$ cat config.mk
export PLATFORM = sky130hd
export DESIGN_NAME = note_beat_sequencer
export DESIGN_NICKNAME = d
export VERILOG_FILES = /design/src/rtl/note_beat_sequencer.sv
export SDC_FILE = /design/constraint.sdc
export NUM_CORES = 1
export LEC_CHECK = 0
export BUFFER_PORTS_ARGS = -buffer_cell sky130_fd_sc_hd__buf_2
export CORE_MARGIN = 5
export CORE_UTILIZATION = 25
export DETAILED_ROUTE_END_ITERATION = 10
export HOLD_SLACK_MARGIN = 0.05
export PLACE_DENSITY = 0.46
export SLEW_MARGIN = 20
export SYNTH_ARGS = -nofsm -noshare
export SYNTH_HDL_FRONTEND = slang
export SYNTH_SLANG_ARGS = --single-unit
$ cat constraint.sdc
create_clock -name clk -period 6.25 [get_ports clk]
set_clock_uncertainty 0.15 [all_clocks]
set_input_delay 0 -clock clk [delete_from_list [all_inputs] [get_ports clk]]
set_output_delay 0 -clock clk [all_outputs]
set_load 0.005 [all_outputs]
$ cat src/rtl/note_beat_sequencer.sv
// note_beat_sequencer
//   Feeds the note-drop draw stage. A programmable down-counter divides clk
//   into beat ticks. On every beat one chart row, prefetched from a
//   synchronous chart ROM, is handed to the drop stage over a valid/ack slot.
//
//   Optional feature macro: LOOP_CHART_EN
//     defined   : the chart wraps from the last row back to row 0 and never
//                 reaches DONE.
//     undefined : the song ends in DONE after the last row's beat.
//
//   Handshake (o_notes_valid / i_notes_ack):
//     o_notes is loaded and o_notes_valid raised on the clock edge after a beat
//     seen in HOLD. While o_notes_valid is high, o_notes is stable unless a new
//     beat overwrites it. i_notes_ack is sampled on a rising edge; if
//     o_notes_valid was high at that edge, the slot is freed (valid drops) from
//     the next cycle. An ack while valid is low has no effect. If a beat load
//     and an ack land on the same edge, the ack frees the slot first, the new
//     row loads, and valid stays high without flagging an overrun.
//
//   o_state exposes the FSM state for debug (0 IDLE, 1 FETCH, 2 HOLD, 3 DONE).
module note_beat_sequencer #(
  parameter int TICKS_PER_BEAT = 12_500_000,
  parameter int LANES          = 5,
  parameter int CHART_LEN      = 64,
  parameter int ADDR_W         = 6
) (
  input  logic              clk,
  input  logic              reset,
  input  logic              i_start,
  input  logic              i_pause,
  input  logic [1:0]        i_speed,
  output logic [ADDR_W-1:0] o_chart_addr,
  input  logic [LANES-1:0]  i_chart_data,
  output logic              o_beat,
  output logic [LANES-1:0]  o_notes,
  output logic              o_notes_valid,
  input  logic              i_notes_ack,
  output logic              o_overrun,
  output logic              o_done,
  output logic [1:0]        o_state
);

  // Beat counter width; the reload value at i_speed=0 is TICKS_PER_BEAT-1,
  // which always fits in $clog2(TICKS_PER_BEAT) bits.
  localparam int CNT_W = (TICKS_PER_BEAT > 1) ? $clog2(TICKS_PER_BEAT) : 1;

  // Per-speed reload values (period-1). TICKS_PER_BEAT >= 8 keeps the
  // shortest period (>>3) at one cycle or more.
  localparam logic [CNT_W-1:0] RELOAD_S0 = CNT_W'(TICKS_PER_BEAT - 1);
  localparam logic [CNT_W-1:0] RELOAD_S1 = CNT_W'((TICKS_PER_BEAT >> 1) - 1);
  localparam logic [CNT_W-1:0] RELOAD_S2 = CNT_W'((TICKS_PER_BEAT >> 2) - 1);
  localparam logic [CNT_W-1:0] RELOAD_S3 = CNT_W'((TICKS_PER_BEAT >> 3) - 1);

  localparam logic [ADDR_W-1:0] LAST_ADDR = ADDR_W'(CHART_LEN - 1);

  typedef enum logic [1:0] {
    S_IDLE  = 2'd0,
    S_FETCH = 2'd1,
    S_HOLD  = 2'd2,
    S_DONE  = 2'd3
  } state_t;

  state_t state;
  state_t state_next;

  logic [CNT_W-1:0] beat_cnt;
  logic [CNT_W-1:0] reload_val;
  logic [LANES-1:0] prefetch;
  logic             hold_entry;
  logic [LANES-1:0] row_now;
  logic             running;
  logic             running_next;
  logic             start_go;
  logic             tick;
  logic             beat_in_hold;
  logic             last_row;

  // Decode shared control terms used by the FSM and the datapath.
  always_comb begin
    running      = (state == S_FETCH) || (state == S_HOLD);
    running_next = (state_next == S_FETCH) || (state_next == S_HOLD);
    start_go     = ((state == S_IDLE) || (state == S_DONE)) && i_start;
    tick         = running && !i_pause && (beat_cnt == '0);
    beat_in_hold = (state == S_HOLD) && o_beat;
    last_row     = (o_chart_addr == LAST_ADDR);
    // The first HOLD cycle sees the ROM word directly; afterwards the latched copy.
    row_now      = hold_entry ? i_chart_data : prefetch;
  end

  // Select the counter reload value for the current speed setting.
  always_comb begin
    reload_val = RELOAD_S0;
    case (i_speed)
      2'd0:    reload_val = RELOAD_S0;
      2'd1:    reload_val = RELOAD_S1;
      2'd2:    reload_val = RELOAD_S2;
      2'd3:    reload_val = RELOAD_S3;
      default: reload_val = RELOAD_S0;
    endcase
  end

  // FSM state register.
  always_ff @(posedge clk) begin
    if (reset) begin
      state <= S_IDLE;
    end else begin
      state <= state_next;
    end
  end

  // FSM next-state logic.
  always_comb begin
    state_next = state;
    case (state)
      S_IDLE: begin
        if (i_start) state_next = S_FETCH;
      end
      S_FETCH: begin
        state_next = S_HOLD;
      end
      S_HOLD: begin
        if (o_beat) begin
`ifdef LOOP_CHART_EN
          state_next = S_FETCH;
`else
          state_next = last_row ? S_DONE : S_FETCH;
`endif
        end
      end
      S_DONE: begin
        if (i_start) state_next = S_FETCH;
      end
      default: state_next = S_IDLE;
    endcase
  end

  // FSM outputs: done flag and debug state view.
  always_comb begin
    o_done  = (state == S_DONE);
    o_state = state;
  end

  // Beat down-counter: load on start, reload on terminal count, freeze on pause.
  always_ff @(posedge clk) begin
    if (reset) begin
      beat_cnt <= '0;
    end else if (start_go) begin
      beat_cnt <= reload_val;
    end else if (running && !i_pause) begin
      if (beat_cnt == '0) begin
        beat_cnt <= reload_val;
      end else begin
        beat_cnt <= beat_cnt - 1'b1;
      end
    end
  end

  // Registered beat pulse; suppressed when the song is leaving the run states.
  always_ff @(posedge clk) begin
    if (reset) begin
      o_beat <= 1'b0;
    end else begin
      o_beat <= tick && running_next;
    end
  end

  // Chart address: restart at row 0, advance (or wrap) after each HOLD beat.
  always_ff @(posedge clk) begin
    if (reset) begin
      o_chart_addr <= '0;
    end else if (start_go) begin
      o_chart_addr <= '0;
    end else if (beat_in_hold) begin
      if (!last_row) begin
        o_chart_addr <= o_chart_addr + 1'b1;
      end else begin
`ifdef LOOP_CHART_EN
        o_chart_addr <= '0;
`else
        o_chart_addr <= o_chart_addr;
`endif
      end
    end
  end

  // Prefetch register: capture the ROM row on the first HOLD cycle.
  always_ff @(posedge clk) begin
    if (reset) begin
      hold_entry <= 1'b0;
      prefetch   <= '0;
    end else begin
      hold_entry <= (state == S_FETCH);
      if (hold_entry && (state == S_HOLD)) begin
        prefetch <= i_chart_data;
      end
    end
  end

  // Output slot: load a row on a beat, otherwise free it on a valid ack.
  always_ff @(posedge clk) begin
    if (reset) begin
      o_notes       <= '0;
      o_notes_valid <= 1'b0;
    end else if (beat_in_hold) begin
      o_notes       <= row_now;
      o_notes_valid <= 1'b1;
    end else if (o_notes_valid && i_notes_ack) begin
      o_notes_valid <= 1'b0;
    end
  end

  // Sticky overrun: a beat found the slot still occupied and not being acked.
  always_ff @(posedge clk) begin
    if (reset) begin
      o_overrun <= 1'b0;
    end else if (start_go) begin
      o_overrun <= 1'b0;
    end else if (beat_in_hold && o_notes_valid && !i_notes_ack) begin
      o_overrun <= 1'b1;
    end
  end

endmodule

# Yosys cells after proc, flatten, opt, wreduce, memory -nomap -nowiden
# Index checks and enable logic that the tools add are counted.
# classes
n_mux	11
bitwise_logic	1
add_sub_neg	2
n_reduce_logical	22
eq_ne	9
# ops
cell	n
$pmux 24 s4	1
$mux 24	3
$logic_not 24->1	1
$sub 24x1->24 const B	1
$eq 2x2->1 const B	5
$logic_and 1x1->1	9
$add 6x1->6 const B	1
$eq 2x1->1 const B	3
$eq 6x6->1 const B	1
$mux 2	3
$pmux 2 s3	1
$mux 5	1
$logic_not 2->1	2
$reduce_bool 2->1	2
$reduce_or 2->1	2
$logic_or 1x1->1	3
$logic_not 1->1	2
$mux 1	2
$reduce_and 2->1	1
$not 1->1	1
# totals
elab_cells	54
output_inout_bits	17
in_bits	12
ff_bits	46

# Logic depth before layout (Yosys ltp)
# Gate-level depths: netlist of run 1.
# depth
depth_word	7
depth_mapped	8
mapped_depth_nobuf	7

# Least setup slack after synthesis of run 1
# OpenSTA, ideal clock, no wires.
# synth_path
path_type	register to register
startpoint	register state[0], in the netlist o_state[0]
endpoint	register beat_cnt[13]
synth_period_minus_slack_ns	2.171
path_stages_with_launch	8
path_buffers	1
path_slack_ns	4.079
required_ns	6.014
setup_ns	0.086
arrival_ns	1.935
cell_sequence	dfxtp_1 > inv_1 > ha_1 > or2_2 > nand2_1 > clkbuf_1 > o21ai_0 > a221oi_2
# synth_between
elab_chain_cells	4
word_cells_on_any_way	10
classes_between	eq/ne (3); mux (1); reduce/logical (6)
# synth_rtl
item	line	text
start: declaration	63	state_t state;
start signal: assignment	107	state <= state_next;
$eq 2x2->1, or another cell as far along	82	start_go = ((state == S_IDLE) || (state == S_DONE)) && i_start;
$logic_or 1x1->1 (on tied branches)	82, 80	
$logic_and 1x1->1 (on tied branches)	82, 149	
$mux 24 / $reduce_bool 2->1 (equally long branches)	n/a	
end signal: assignment	148	beat_cnt <= reload_val;
end signal: assignment	151	beat_cnt <= reload_val;
end signal: assignment	153	beat_cnt <= beat_cnt - 1'b1;
end: declaration	66	logic [CNT_W-1:0] beat_cnt;
# Several ways; a longest one is shown, not always the timed one.
# A chain may end at the register's enable or synchronous reset.

# Final worst setup path of run 1
# layout_path
startpoint	register state[0], in the netlist o_state[0]
endpoint	register beat_cnt[8]
# The elaborated chain is that of the path after synthesis.

==> summary by stage, run 1 <==
Status
The run finished with clean final reports.

STA
The clock period minus final worst setup slack is 2.80 ns. At the pin with the least slew margin, the transition time is 1.07 ns. Setup repair after global routing left no endpoint under its margin. The total count of hold-check failures in the final report was 0. The share of the clock period used by the worst path after layout is 44.8%. Headroom to the max-slew limit came out at 28.6%. The number of failing setup endpoints in the final timing report is 0.

The total negative setup slack is 0 ns. The number of slew-limit violations in the final report is 0. For this run, the top clock speed supported by timing is 357 MHz.

Clock network
The TritonCTS clock tree is done. The CTS H-tree depth is 2. For this design, the sink count on the clock tree is 46.

In this run the clock root is driven by a clkbuf_8. Counting along the longest clock path gives a buffer depth of 2. The clock latency reported for the late side of the worst-skew pair is 0.30 ns. Clock tree synthesis inserted a total of 5 buffers. Clock-pin slew was measured on the worst setup and hold paths at 0.10 ns. The number of gates given a new drive strength after cts is 0.

Setup path
STA classifies the critical path startpoint as a flop. The data required time at the worst endpoint is 6.29 ns. The critical path endpoint category is a flop. The maximum fanout along the worst path is 11.

The worst path arrival time is 2.84 ns. The critical path is of the reg -> reg type.

Yosys
The average cell area after synthesis is 8.46 um2. For this run, asynchronously set or reset flops after synthesis account for 0%. The cell area after synthesis is 2550 um2. During synthesis, Yosys emitted a total of 0 warnings. Sorting the synthesized cells by how often they occur yields 46 x dfxtp_1, 35 x nor2_1, 22 x nand2_1. The register bit total from synthesis is 46. By instance count, the leading cell after synthesis is dfxtp_1.

Synthesis produced a netlist with a net count of 320. The synthesized instance count is 301. Ranked by total cell area, the synthesized netlist is headed by dfxtp_1 36%, nor2_1 5.2%, a21oi_1 3.5%. Summing the sequential cell areas from Yosys gives 36.2% of the chip area.

The dominant synthesized flop cell is dfxtp_1. The count of unique library cells instantiated by Yosys is 58. The synthesized design contains 0 enable-type register cells.

The share of synthesized area in the top cell type comes to 36.2%. The biggest area contributor in the post-synthesis netlist is dfxtp_1.

Routing
The final layout contains routed wiring with a total length of 6.86 mm. The via density per instance is 5.00. The met3 wire length is 192 um.

After detailed routing, the met2 layer carries 3.24 mm of wire. The via count of the routed design is 2,342. The detailed-routing iteration count for the pre-antenna-repair pass is 4. The wire length per cell is 14.7 um. For this run, design rule violations remaining after detail routing come to 0. The number of DRC markers after the initial detailed-route iteration is 115. The remaining number of nets flagged by the antenna check after routing is 0.

The met1 layer wirelength in the final routing is 3.29 mm. Signal routing reaches up to met4.

Floorplan
The die covers 12,300 um2. The starting utilization of the core area is 25.8%. From left edge to right edge, the die measures 111 um. In this run the core area contains 36 standard-cell rows. The overall die height is 111 um. The number of top-level pins is 29. The core footprint is 9860 um2.

Place
The post-placement cell area is 2800 um2. The routability-driven placement congestion ratio is 0.765. Including well taps, the total number of placed cells is 449. The quantity of I/O buffers inserted on ports is 28.

Once detailed placement completed, the half-perimeter wirelength came to 4.71 mm.

Pwr
VDD sags by at most 0.110 mV. Summed over all cells, the static leakage comes to 0.00107 uW. The total power density per cell area is 347 nW/um2. The overall power is 1050 uW.

Layout
In the final layout, flip-flops and latches occupy 921 um2. The utilization after layout is 30.6%. The number of antenna diodes in the final layout is 0. The fraction of layout instances using a drive strength above 1 is 15.2%. In the final layout, the multi-input gates occupy 1520 um2. The number of cells in the finished layout apart from fillers is 468.

The layout overhead on the synthesized area is 18.6%. In the final design database the tool counted 353 nets. Fill cells in the final layout number 1,074. The post-route cell area is 3020 um2.

Global route
The initial antenna violation count is 0. The largest net degree at the start of global routing is 38. The wire length of the first global-routing pass is 11.6 mm. The via count of the first global-routing pass was 2,232.

The global routing usage summed across all routing layers is 11.1%. The overflow left after global routing is 0.

Run
The total of max-cap violations is 0.

Worst hold path
The tightest min-delay check is of the in -> reg type.
==> state kept, by name, summed over array words and instances, names as in the netlist <==
register,cells
o_chart_addr,6
o_notes_valid,1
o_notes,5
o_overrun,1
hold_entry,1
o_beat,1
o_state,2
beat_cnt,24
prefetch,5
==> metal layers <==
metal  vias up  track usage [%]
met1      1099             14.6
met5         -                0
met2        39             18.5
met3        13             1.58
met4         0             4.19
li1       1191                -
==> cell usage in the layout (no fill, tap or decap), drive strengths merged, types with 7 or more instances in the layout <==
cell type and instances:
nand2 22, nor2 35, nor3 12, a21oi 18, dlygate4sd3 11, nand4 9, o21ai 9, inv 10
nor4 9, nand3 14, ha 7, buf 30, dfxtp 46, a31oi 8
==> area by class of cell <==
type	instances	share of cell area (%)
Multi-Input combinational cell	230	50.3
Sequential cell	46	30.5
Timing Repair Buffer	41	8.79
Tap cell	133	5.51
Clock buffer	6	2.40
Clock inverter	2	1.24
Inverter	10	1.24
==> stage by stage <==
stage / hold slack (ns) / worst slack, ns
CTS: 0.102 / 3.42
global route: 0.128 / 3.29
detailed placement: 0.123 / 3.43
global placement: 0.119 / 3.48
floorplan: -0.00251 / 4.08
finish: 0.0973 / 3.45
==> power breakdown <==
group,internal (uW),switching [uW]
sequential,335,67.2
clock,120,111
combinational,167,249
==> worst max-delay path: stages, from the launching register on <==
cell     delay [ns]
dfxtp_1        0.44
inv_1          0.07
ha_1           0.35
and2_1         0.18
a21oi_1        0.82
mux2_2         0.42
o221a_2        0.26
==> final timing paths <==
kind | from | to | slack (ns) | cells past startpoint
max | o_state[0] | beat_cnt[8] | 3.45 | 6
min | reset | hold_entry | 0.1 | 2
max reg2reg | o_state[0] | beat_cnt[8] | 3.45 | 6
min reg2reg | prefetch[1] | prefetch[1] | 0.31 | 2
==> kinds of logic (layout without fill, tap and decap cells) <==
logic type               count (synthesis)  count (layout)  synth area share [%]
XOR/XNOR                                10              10                  3.44
buffers and inverters                   25              59                  4.18
adder cells (fa/ha/maj)                  7               7                  3.44
AND/OR/NAND/NOR                        130             130                  28.7
multiplexers                             8               8                  3.39
flip-flops                              46              46                  36.2
AO/OA/AOI/OAI                           75              75                  20.7
==> what timing repair did <==
item / CTS / global route
endpoints found under the hold margin: 19 / 0
hold buffers: 11 / 0
buffers inserted: 0 / 0
(Power assumes the default switching activity.)
==> run 2, diff against run 1 <==
clock period = 2.7 ns   (was 6.25 ns; I/O delays follow)
==> run 2 against run 1 <==
Flip-flop and latch count unchanged. Power increased by 140%. Routed wire length increased by 3.1%. Core utilization increased by 1.8 points. Cell area increased by 6.0%. Critical path depth unchanged. Critical endpoint is now o_beat.
==> summary by stage, run 2 (same netlist as run 1, synthesis figures left out) <==
Clock network
The clock-pin slew reported for the worst setup and hold paths after clock tree synthesis is 0.10 ns (about the same). The CTS sink count is 46 (unchanged). The TritonCTS clock tree is done.

The CTS H-tree depth is 2 (unchanged). The tree is rooted in a clkbuf_8. The CTS buffer count is 5 (unchanged). The number of gates given a new drive strength after cts came to 0 (unchanged). The maximum buffer depth of the clock tree is 2 (unchanged).

The clock latency reported for the late side of the worst-skew pair came to 0.31 ns (about the same).

Routing
The remaining number of nets flagged by the antenna check after routing was 0 (unchanged). The wire length per cell is 14.5 um (-1.1%). The via density per instance was 5.00 (-0.13%).

The number of DRC markers after the initial detailed-route iteration came to 87 (-24%). The detailed-routing iteration count for the pre-antenna-repair pass was 4 (unchanged). The via count of the routed design is 2,439 (+4.1%). The total wire length came to 7.07 mm (+3.1%). The remaining routing DRC violations came to 0 (unchanged).

Status
The run finished with clean final reports.

STA
The share of the clock period used by the worst path after layout came to 88.4% (+44 points). The slew at the pin with the worst max-slew slack is 0.587 ns (-0.485 ns). The clock period minus final worst setup slack is 2.39 ns (-0.414 ns). The worst slew slack as a fraction of its limit is 60.7% (+32 points). The final worst setup slack is 0.314 ns (-3.14 ns). The number of slew-limit violations in the final report is 0 (unchanged). The total negative setup slack is 0 ns (unchanged).

The maximum clock rate is 419 MHz (+17%). Setup repair after global routing left no endpoint under its margin. The total count of hold-check failures in the final report was 0 (unchanged).

The number of failing setup endpoints in the final timing report is 0 (unchanged).

Setup path
The data required time at the worst endpoint is 2.74 ns (-3.55 ns). The critical path start-end classification is reg -> reg. The worst path arrival time is 2.42 ns (-0.42 ns).

The setup slack of the worst register-to-register path is 0.31 ns (-3.14 ns). The beginning of the worst register-to-register path is o_state[0]. The endpoint identified for the worst register-to-register timing path is o_beat. The number of cells on the worst reg-to-reg path is 6 (unchanged). Walking the worst path, the cells encountered are inv_1 -> ha_1 -> and2_1 -> a221oi_1 -> nor3_1 -> a2111oi_0. The largest individual stage delay along the critical path comes from the cell a221oi_1. The worst setup path is launched from a flop.

The critical path endpoint category is a flop. The maximum fanout along the worst path is 11 (unchanged). The delay of the slowest critical-path stage was 0.48 ns (-0.34 ns).

Global route
The global routing usage summed across all routing layers is 11.4% (+0.23 points). The layer flagged by global routing as most heavily used is met2. The largest net degree at the start of global routing came to 26 (-32%). The wire length of the first global-routing pass came to 11.8 mm (+2.3%). The met3 usage came to 1.91% (+0.33 points). The via count of the first global-routing pass is 2,362 (+5.8%). The initial antenna violation count is 0 (unchanged). The met1 capacity usage during global routing is 14.9% (+0.37 points). The overflow left after global routing is 0 (unchanged). The met2 usage is 19.0% (+0.49 points).

Layout
The largest registers in the layout are beat_cnt (24), o_chart_addr (6). The final antenna diode count came to 0 (unchanged). The number of nets in the finished design is 373 (+5.7%). The number of flip-flops in the largest register is 24 (unchanged).

The utilization after layout came to 32.4% (+1.8 points). The top cell types in the final layout, fill and taps aside, are 46 x dfxtp_1, 35 x nor2_1, 28 x buf_2. The library cell used most frequently in the layout, excluding fill and tap cells, is dfxtp_1. The layout overhead on the synthesized area is 25.7%. The largest register by flop count is beat_cnt. The fraction of layout instances using a drive strength above 1 came to 18.6% (+3.4 points).

Worst hold path
The class of the worst hold path is reg -> reg. The hold path depth is 2 (unchanged). The startpoint of the tightest hold check path is prefetch[0]. The worst hold endpoint is prefetch[0].

Pwr
The leakage power figure is 0.00119 uW (+11%). The total power density per cell area is 802 nW/um2 (+130%). The worst-case vdd ir drop came to 0.253 mV (+130%).

Place
The routability-driven placement congestion ratio is 0.863 (+13%). The quantity of I/O buffers inserted on ports came to 28 (unchanged). The worst slack at placement is 0.261 ns (-3.17 ns). The estimated wirelength of the detail-placed design is 4.92 mm (+4.6%).

Floorplan
The number of standard-cell rows in the floorplan came to 36 (unchanged). The width of the chip was 111 um (unchanged). The overall die height is 111 um (unchanged). The core footprint is 9860 um2 (unchanged). The total die area is 12,300 um2 (unchanged).

The starting utilization of the core area is 25.8% (unchanged). The number of top-level pins is 29 (unchanged).

Run
The total of max-cap violations is 0 (unchanged).
## run 2: changes by cell type in the layout (fill, tap and decap cells not counted), sizes merged
cell,previous run,this run
clkbuf,6,5
buf,30,44
dlygate4sd3,11,17
clkinvlp,1,0
inv,10,11
clkinv,0,1
## run 2: worst max path at each step
stage | startpoint | to | slack (ns) | cells after the start
after floorplan | o_state[0] | beat_cnt[13] | 0.53 | 7
after global placement | o_state[0] | o_beat | 0.21 | 6
after detailed placement | o_state[0] | o_beat | 0.26 | 6
after CTS | o_state[0] | o_beat | 0.28 | 6
after global routing | o_state[0] | o_beat | 0.13 | 6
final | o_state[0] | o_beat | 0.31 | 6
## run 2: power by group
group	total, uW	internal (uW)	switching (uW)	leakage, uW
logic	1100	481	618	0.000757
registers	932	776	156	0.000375
clock network	535	278	257	0.0000585
## run 2: layout make-up
| type | count | area [um2] |
|---|---|---|
| timing repair buffer | 61 | 443 |
| sequential | 46 | 921 |
| fill | 1038 | 6670 |
| inverter | 10 | 37.5 |
| tap | 133 | 166 |
| multi-input combinational | 230 | 1520 |
| clock inverter | 3 | 43.8 |
| clock buffer | 5 | 68.8 |
## run 2: metal layers
metal  routed length, um  part of all wire, %
met5                   0                    0
met4                  93                  1.3
met3                 167                  2.4
met2                3360                   47
met1                3450                   49
## run 2: stage by stage
| step | area (um2) | std cells | power (uW) | hold slack [ns] |
|---|---|---|---|---|
| finish | 3200 | 488 | 2570 | 0.310 |
| global route | 3200 | 488 | 2740 | 0.353 |
| CTS | 3200 | 488 | 2570 | 0.311 |
| detailed placement | 2920 | 463 | 2020 | 0.122 |
| global placement | 2920 | 463 | 2020 | 0.118 |
| floorplan | 2550 | 301 | 1670 | -0.00251 |
## run 2: critical path: cells and delay by family (launching register included)
family,cells,cell delay (ns)
flip-flops,1,0.44
adder cells (fa/ha/maj),1,0.33
buffers and inverters,1,0.07
AO/OA/AOI/OAI,2,0.86
AND/OR/NAND/NOR,2,0.43
## run 2: timing repair
item                      in CTS  in global routing
hold buffers                  17                  0
buffers inserted               0                  0
hold endpoints to repair      19                  0
